==> src/rtl/lfsr_parity_pkg.sv <==
// Shared widths, reset seed, feedback taps and helpers for the lfsr_parity block.
// Build option: define LFSR_PARITY_ODD_EN for odd parity over the output word.
package lfsr_parity_pkg;

    localparam int unsigned LFSR_WIDTH = 7;
    localparam int unsigned OUT_WIDTH  = LFSR_WIDTH + 1;

    typedef logic [LFSR_WIDTH-1:0] lfsr_state_t;

    // Output word: parity on top, LFSR state below.
    typedef struct packed {
        logic        parity;
        lfsr_state_t state;
    } lfsr_word_t;

    localparam lfsr_state_t LFSR_SEED = 7'h01;
    localparam lfsr_state_t LFSR_TAPS = 7'h60;

    // Feedback bit: XOR of the tapped state bits (x^7 + x^6 + 1).
    function automatic logic lfsr_feedback(input lfsr_state_t s);
        return ^(s & LFSR_TAPS);
    endfunction

    // Parity bit appended to the state so the whole word has the chosen parity.
    function automatic logic parity_bit(input lfsr_state_t s);
`ifdef LFSR_PARITY_ODD_EN
        return ~(^s);
`else
        return ^s;
`endif
    endfunction

endpackage

==> src/rtl/lfsr_parity_if.sv <==
// Output bus of the lfsr_parity block: one 8-bit word per clock.
interface lfsr_parity_if;
    import lfsr_parity_pkg::*;

    logic [OUT_WIDTH-1:0] lfsr_out;

    modport master (output lfsr_out);
    modport slave  (input  lfsr_out);

endinterface

==> src/rtl/lfsr_core.sv <==
// 7-bit maximal-length Fibonacci LFSR with seed reload and all-zero lock-up recovery.
module lfsr_core
    import lfsr_parity_pkg::*;
(
    input  logic        clk,
    input  logic        rst,
    output lfsr_state_t state
);

    lfsr_state_t state_d;

    // Next state: shift in the feedback bit, or reseed if the register ever lands on zero.
    always_comb begin
        state_d = state;
        if (state == '0) begin
            state_d = LFSR_SEED;
        end else begin
            state_d = {state[LFSR_WIDTH-2:0], lfsr_feedback(state)};
        end
    end

    // State register with synchronous seed load.
    always_ff @(posedge clk) begin
        if (rst) begin
            state <= LFSR_SEED;
        end else begin
            state <= state_d;
        end
    end

endmodule

==> src/rtl/lfsr_parity.sv <==
// LFSR pattern generator top: registered 7-bit state plus a parity bit in bit 7.
// Build option: LFSR_PARITY_ODD_EN selects odd parity (default even).
module lfsr_parity
    import lfsr_parity_pkg::*;
(
    input  logic          clk,
    input  logic          rst,
    lfsr_parity_if.master bus
);

    lfsr_state_t state;
    lfsr_word_t  word_c;

    lfsr_core u_core (
        .clk   (clk),
        .rst   (rst),
        .state (state)
    );

    // Parity derived directly from the registered state so it always matches the same cycle.
    always_comb begin
        word_c        = '0;
        word_c.state  = state;
        word_c.parity = parity_bit(state);
    end

    assign bus.lfsr_out = word_c;

endmodule

==> src/flat_wrapper.sv <==
// flat-port wrapper written by rule: the top's interface ports become plain ports
module lfsr_parity_flat import lfsr_parity_pkg::*;
  (clk, rst, bus_lfsr_out);
  lfsr_parity_if bus_i ();
  input  logic clk;
  input  logic rst;
  output wire logic [$bits(bus_i.lfsr_out)-1:0] bus_lfsr_out;
  assign bus_lfsr_out = bus_i.lfsr_out;
  lfsr_parity u_core (.clk(clk), .rst(rst), .bus(bus_i));
endmodule
==> config.mk <==
export PLATFORM = sky130hd
export DESIGN_NAME = lfsr_parity_flat
export DESIGN_NICKNAME = d
export VERILOG_FILES = /design/src/rtl/lfsr_parity_pkg.sv /design/src/rtl/lfsr_parity_if.sv /design/src/rtl/lfsr_core.sv /design/src/rtl/lfsr_parity.sv /design/src/flat_wrapper.sv
export SDC_FILE = /design/constraint.sdc
export NUM_CORES = 1
export LEC_CHECK = 0
export CORE_AREA = 5 5 42 44
export DETAILED_ROUTE_END_ITERATION = 10
export DIE_AREA = 0 0 47 49
export PLACE_DENSITY = 0.56
export SLEW_MARGIN = 20
export SYNTH_ARGS = -nofsm -noshare
export SYNTH_HDL_FRONTEND = slang
export SYNTH_SLANG_ARGS = --single-unit
==> constraint.sdc <==
create_clock -name clk -period 3.55 [get_ports clk]
set_input_delay 0.355 -clock clk [delete_from_list [all_inputs] [get_ports clk]]
set_output_delay 0.355 -clock clk [all_outputs]
set_load 0.02 [all_outputs]
==> flow_summary.ini, run 1 <==
[outcome]
status = finished, final reports clean

[setup_path]
critPathTopFamily = buffers and inverters
r2r_slack_ns = 2.27
r2r-end = u_core.u_core.state[0]
path_cells = inv_1 -> ha_1 -> xor2_1 -> xnor2_1 -> clkdlybuf4s50_1
critPathKind = flop to primary output
cp-end-kind = primary output
path_buf_inv = 2
crit_cells = 5
slowest_stage = clkdlybuf4s50_1
crit_arrival_ns = 1.94
rr_worst_depth = 4
crit_path_end = bus_lfsr_out[7]
r2r_start = u_core.u_core.state[5]
start_kind = flop
crit_fanout = 4
critPathRequiredTime_ns = 3.19
critPathMaxStageDelay_ns = 0.62
cp-startpoint = u_core.u_core.state[5]

[clocking]
cts_tree = built
post_cts_resized = 0
post-cts-setup-buffers = 0
cts_made_buffers = 3
cts_max_path_buffers = 2
cts_sinks = 7
ctsHoldBuffers = 0
clk_pin_slew_worst_paths_ns = 0.06
h-tree-depth = 1
clock_latency_ns = 0.25
cts_root_buf = clkbuf_4

[route]
drt_iter0_drc = 2
ant_nets = 0
firstDrtPassIters = 2
num_vias = 238
avgViaCountPerCell = 4.10
wl_per_cell_microns = 9.88
totalWireLength_microns = 573
drc = 0

[synth]
avgSynthCellArea_sq_um = 11.2
synth_nets = 35
synth-seq-cells = 7
synthDistinctLibCells = 12
ys_warn_count = 0
syn_inst = 30
yosysSeqAreaShare_pct = 41.8
syn_area_sq_um = 335

[power_and_ir_drop]
seqPwrFrac_pct = 39.5
powerDensity_nw_per_um2 = 468
leakagePower_nw = 0.169
power.share.clock_pct = 33.4
switching_power_mw = 0.0619
p_comb_share_pct = 27.1
peakVddDrop_mv = 0.197
intPower_mw = 0.153
switching_share_pct = 28.8

[sta]
setup_tns_ns = 0
fmax_ghz = 0.435
hold-worst-slack_ns = 0.475
relSlewSlack_pct = 71.8
fin_crit_sh_pct = 64.7
rsz0062_at_grt = no
setup_viol = 0
hold_viol_final = 0
finalClockSkew_ns = 0.00471
post-route-min-period_ns = 2.30
maxSlewViolCount = 0
worstMarginPinSlew_ns = 0.422

[global_routing]
grt_first_pass_wirelength_microns = 972
grt_pass1_vias = 237
gr-total-overflow = 0
grt_max_degree = 8
antenna_found_initial = 0
track_usage_pct = 5.85

[final_layout]
multiInputGateArea_sq_um = 161
antennaDiodeCount = 0
drive_gt1_share_pct = 21.4
final_nets = 48
largest_reg_flops = 7
reg_top3 = u_core.u_core.state x7
area.sequential_sq_um = 140
top_register = u_core.u_core.state
fill_cells = 153
area_growth_pct = 37.3

[placement]
port_buffers = 9
gp_congestion = 0.722
dp_hpwl_microns = 468

[die]
core_sq_um = 1400
design.die.area_sq_um = 2300
die_h_microns = 49
die_w_microns = 47
ios = 10
start_util_pct = 23.9
rows = 14

[hold_path]
min_path_cells = 2
worstHoldPathType = flop to flop

[flow_run]
max_cap_violations = 0
-- power groups by stage --
stage               clock network (mW)  logic (mW)  registers (mW)
floorplan                            0      0.0347          0.0920
global placement                     0      0.0596          0.0866
detailed placement                   0      0.0590          0.0867
CTS                             0.0740      0.0593          0.0850
global route                    0.0803      0.0638          0.0855
finish                          0.0720      0.0584          0.0850
-- worst min path at each step --
| stage | from | endpoint | slack [ns] |
|---|---|---|---|
| after floorplan | rst | u_core.u_core.state[2] | 0.42 |
| after global placement | u_core.u_core.state[2] | u_core.u_core.state[3] | 0.47 |
| after detailed placement | u_core.u_core.state[0] | u_core.u_core.state[1] | 0.47 |
| after CTS | u_core.u_core.state[3] | u_core.u_core.state[4] | 0.48 |
| after global routing | u_core.u_core.state[3] | u_core.u_core.state[4] | 0.50 |
| final | u_core.u_core.state[2] | u_core.u_core.state[3] | 0.48 |
-- worst min-delay path: cells and delay by family, from the launching register on --
| kind | cells | cell delay [ns] |
|---|---|---|
| flip-flops | 1 | 0.30 |
| AND/OR/NAND/NOR | 1 | 0.05 |
| buffers and inverters | 1 | 0.08 |
-- routing by layer --
layer / vias to the layer above / track usage [%] / wire (microns)
met5: - / 0 / 0
met4: 0 / 2.76 / 0
met3: 0 / 2.21 / 54
met2: 8 / 7.24 / 247
met1: 106 / 8.61 / 271
li1: 124 / - / -
-- placed cells by master (no fill, tap or decap) --
| cell | instances |
|---|---|
| clkdlybuf4s50_1 | 9 |
| dfxtp_1 | 7 |
| inv_1 | 6 |
| nor3_2 | 5 |
| ha_1 | 3 |
| clkbuf_4 | 3 |
| xnor2_1 | 2 |
| xor2_1 | 1 |
| and4b_1 | 1 |
| nand2_1 | 1 |
| a311o_1 | 1 |
| a21o_1 | 1 |
| nor3_4 | 1 |
| clkbuf_1 | 1 |
-- cells in the mapped netlist --
library cell,number,share of area [%]
a21o_1,1,2.2
a311o_1,1,3.0
and4b_1,1,3.0
buf_6,1,3.4
dfxtp_1,7,42
ha_1,3,11
inv_1,6,6.7
nand2_1,1,1.1
nor3_2,5,15
nor3_4,1,4.9
xnor2_1,2,5.2
xor2_1,1,2.6
-- through the flow --
step,worst slack (ns),std cells,instance area [sq um],power [mW],util [%]
after CTS,1.24,58,460,0.218,32.9
after floorplan,1.80,30,335,0.127,-
final,1.25,58,460,0.215,32.9
after detailed placement,1.51,54,434,0.146,31.0
after global placement,1.52,54,434,0.146,31.0
after global routing,1.15,58,460,0.230,32.9
-- cell type report --
class                      count  area share [%]
timing repair buffer           9            19.6
sequential                     7            30.4
clock buffer                   4            5.71
inverter                       6            4.89
tap                           16            4.35
multi-input combinational     16            35.1
-- kinds of logic after synthesis --
logic type	share of synthesized area, %
AO/OA/AOI/OAI	5.22
adder cells (fa/ha/maj)	11.2
flip-flops	41.8
XOR/XNOR	7.84
buffers and inverters	10.1
AND/OR/NAND/NOR	23.9
(Power assumes the default switching activity.)
==> run 2: changes to the inputs <==
==> constraint.sdc (replaced) <==
create_clock -name clk -period 2.4 [get_ports clk]
set_input_delay 0.24 -clock clk [delete_from_list [all_inputs] [get_ports clk]]
set_output_delay 0.24 -clock clk [all_outputs]
set_load 0.02 [all_outputs]
==> run 2 against run 1 <==
Critical path depth stayed put; clock skew is 0.0036 ns lower; design area stayed put; largest cell class unchanged; core utilization stayed put; critical path type unchanged.
==> flow_summary.ini, run 2 (same netlist as run 1, synthesis figures left out) <==
[setup_path]
path_cells = inv_1 -> ha_1 -> xor2_1 -> xnor2_1 -> clkdlybuf4s50_1
slowest_stage = clkdlybuf4s50_1
critPathMaxStageDelay_ns = 0.61
r2r_start = u_core.u_core.state[5]
start_kind = flop
r2r-end = u_core.u_core.state[0]
critPathRequiredTime_ns = 2.16
crit_fanout = 4
rr_worst_depth = 4
critPathKind = flop to primary output
r2r_slack_ns = 1.13
crit_arrival_ns = 1.93
cp-end-kind = primary output

[global_routing]
antenna_found_initial = 0
grt_first_pass_wirelength_microns = 1140
track_usage_pct = 7.34
grt_max_degree = 8
gr-total-overflow = 0
grt_pass1_vias = 254

[sta]
maxSlewViolCount = 0
fin_crit_sh_pct = 90.6
setup_tns_ns = 0
relSlewSlack_pct = 70.7
hold_viol_final = 0
fmax_ghz = 0.460
rsz0062_at_grt = no
finalClockSkew_ns = 0.00111
worstMarginPinSlew_ns = 0.437
setup_viol = 0
post-route-min-period_ns = 2.17

[placement]
gp_congestion = 0.698
placedCellCount = 54
port_buffers = 9
dp_hpwl_microns = 471

[route]
wl_met2_microns = 307
drc = 0
wl_met1_microns = 318
drt_iter0_drc = 1
num_vias = 234
wl_per_cell_microns = 11.4
firstDrtPassIters = 2
ant_nets = 0
top_layer_used = met3
avgViaCountPerCell = 4.03
totalWireLength_microns = 661
dr_wl_met3_microns = 34

[final_layout]
final_nets = 48
final_common_cell = clkdlybuf4s50_1
reg_top3 = u_core.u_core.state x7
largest_reg_flops = 7
fin_util_pct = 32.9
layout_common_cells = clkdlybuf4s50_1 (9), dfxtp_1 (7), inv_1 (6)
drive_gt1_share_pct = 21.4
top_register = u_core.u_core.state
area_growth_pct = 37.3
instances_no_fill = 58
antennaDiodeCount = 0

[power_and_ir_drop]
intPower_mw = 0.227
powerDensity_nw_per_um2 = 705
switching_power_mw = 0.0974
peakVddDrop_mv = 0.277
p_comb_share_pct = 26.9
power.total_mw = 0.325
power.share.clock_pct = 34.4
seqPwrFrac_pct = 38.7
switching_share_pct = 30.0
leakagePower_nw = 0.169

[clocking]
post_cts_resized = 0
cts_max_path_buffers = 2
ctsHoldBuffers = 0
post-cts-setup-buffers = 0
clk_pin_slew_worst_paths_ns = 0.06
cts_made_buffers = 3
clock_latency_ns = 0.25
cts_sinks = 7
cts_tree = built
cts_root_buf = clkbuf_4
h-tree-depth = 1

[hold_path]
min_from = u_core.u_core.state[3]
worstHoldPathType = flop to flop
min_path_cells = 2
whs_endpoint = u_core.u_core.state[4]

[die]
rows = 14
core_sq_um = 1400
die_w_microns = 47
die_h_microns = 49
design.die.area_sq_um = 2300
ios = 10
start_util_pct = 23.9

[outcome]
status = finished, final reports clean

[flow_run]
max_cap_violations = 0
==> run 2: how the worst max path moves through the flow <==
stage	start	endpoint	slack, ns	cells past startpoint
floorplan	u_core.u_core.state[1]	bus_lfsr_out[7]	0.77	4
global placement	u_core.u_core.state[5]	bus_lfsr_out[7]	0.49	5
detailed placement	u_core.u_core.state[5]	bus_lfsr_out[7]	0.49	5
CTS	u_core.u_core.state[5]	bus_lfsr_out[7]	0.20	5
global route	u_core.u_core.state[2]	bus_lfsr_out[7]	0.12	5
finish	u_core.u_core.state[5]	bus_lfsr_out[7]	0.23	5
==> run 2: metrics by stage <==
| stage | area [sq um] | setup WS, ns | hold slack [ns] |
|---|---|---|---|
| 6_report | 460 | 0.226 | 0.476 |
| 5_1_grt | 460 | 0.125 | 0.512 |
| 4_1_cts | 460 | 0.202 | 0.484 |
| 3_5_place_dp | 434 | 0.487 | 0.475 |
| 3_3_place_gp | 434 | 0.488 | 0.473 |
| 2_1_floorplan | 335 | 0.769 | 0.309 |
==> run 2: routing by layer <==
layer | up-vias | track usage (%)
li1 | 121 | -
met1 | 107 | 9.07
met2 | 6 | 9.50
met3 | 0 | 3.32
met4 | 0 | 5.53
met5 | - | 0
==> run 2: worst max-delay path, delay by kind of cell, from the launching register on <==
family                   cells  cell delay, ns
buffers and inverters        2            0.70
flip-flops                   1            0.36
XOR/XNOR                     2            0.31
adder cells (fa/ha/maj)      1            0.30
==> run 2: area by class of cell <==
class	instances	area, sq um
inverter	6	22.5
fill	163	941
clock buffer	4	26.3
sequential	7	140
tap	16	20.0
multi-input combinational	16	161
timing repair buffer	9	90.1
==> run 2: power by group through the flow <==
stage          Combinational [mW]  Clock [mW]  Sequential [mW]
3_3_place_gp               0.0875           0            0.128
4_1_cts                    0.0889       0.116            0.126
2_1_floorplan              0.0513           0            0.136
5_1_grt                    0.0950       0.124            0.126
3_5_place_dp               0.0883           0            0.128
6_report                   0.0874       0.112            0.126
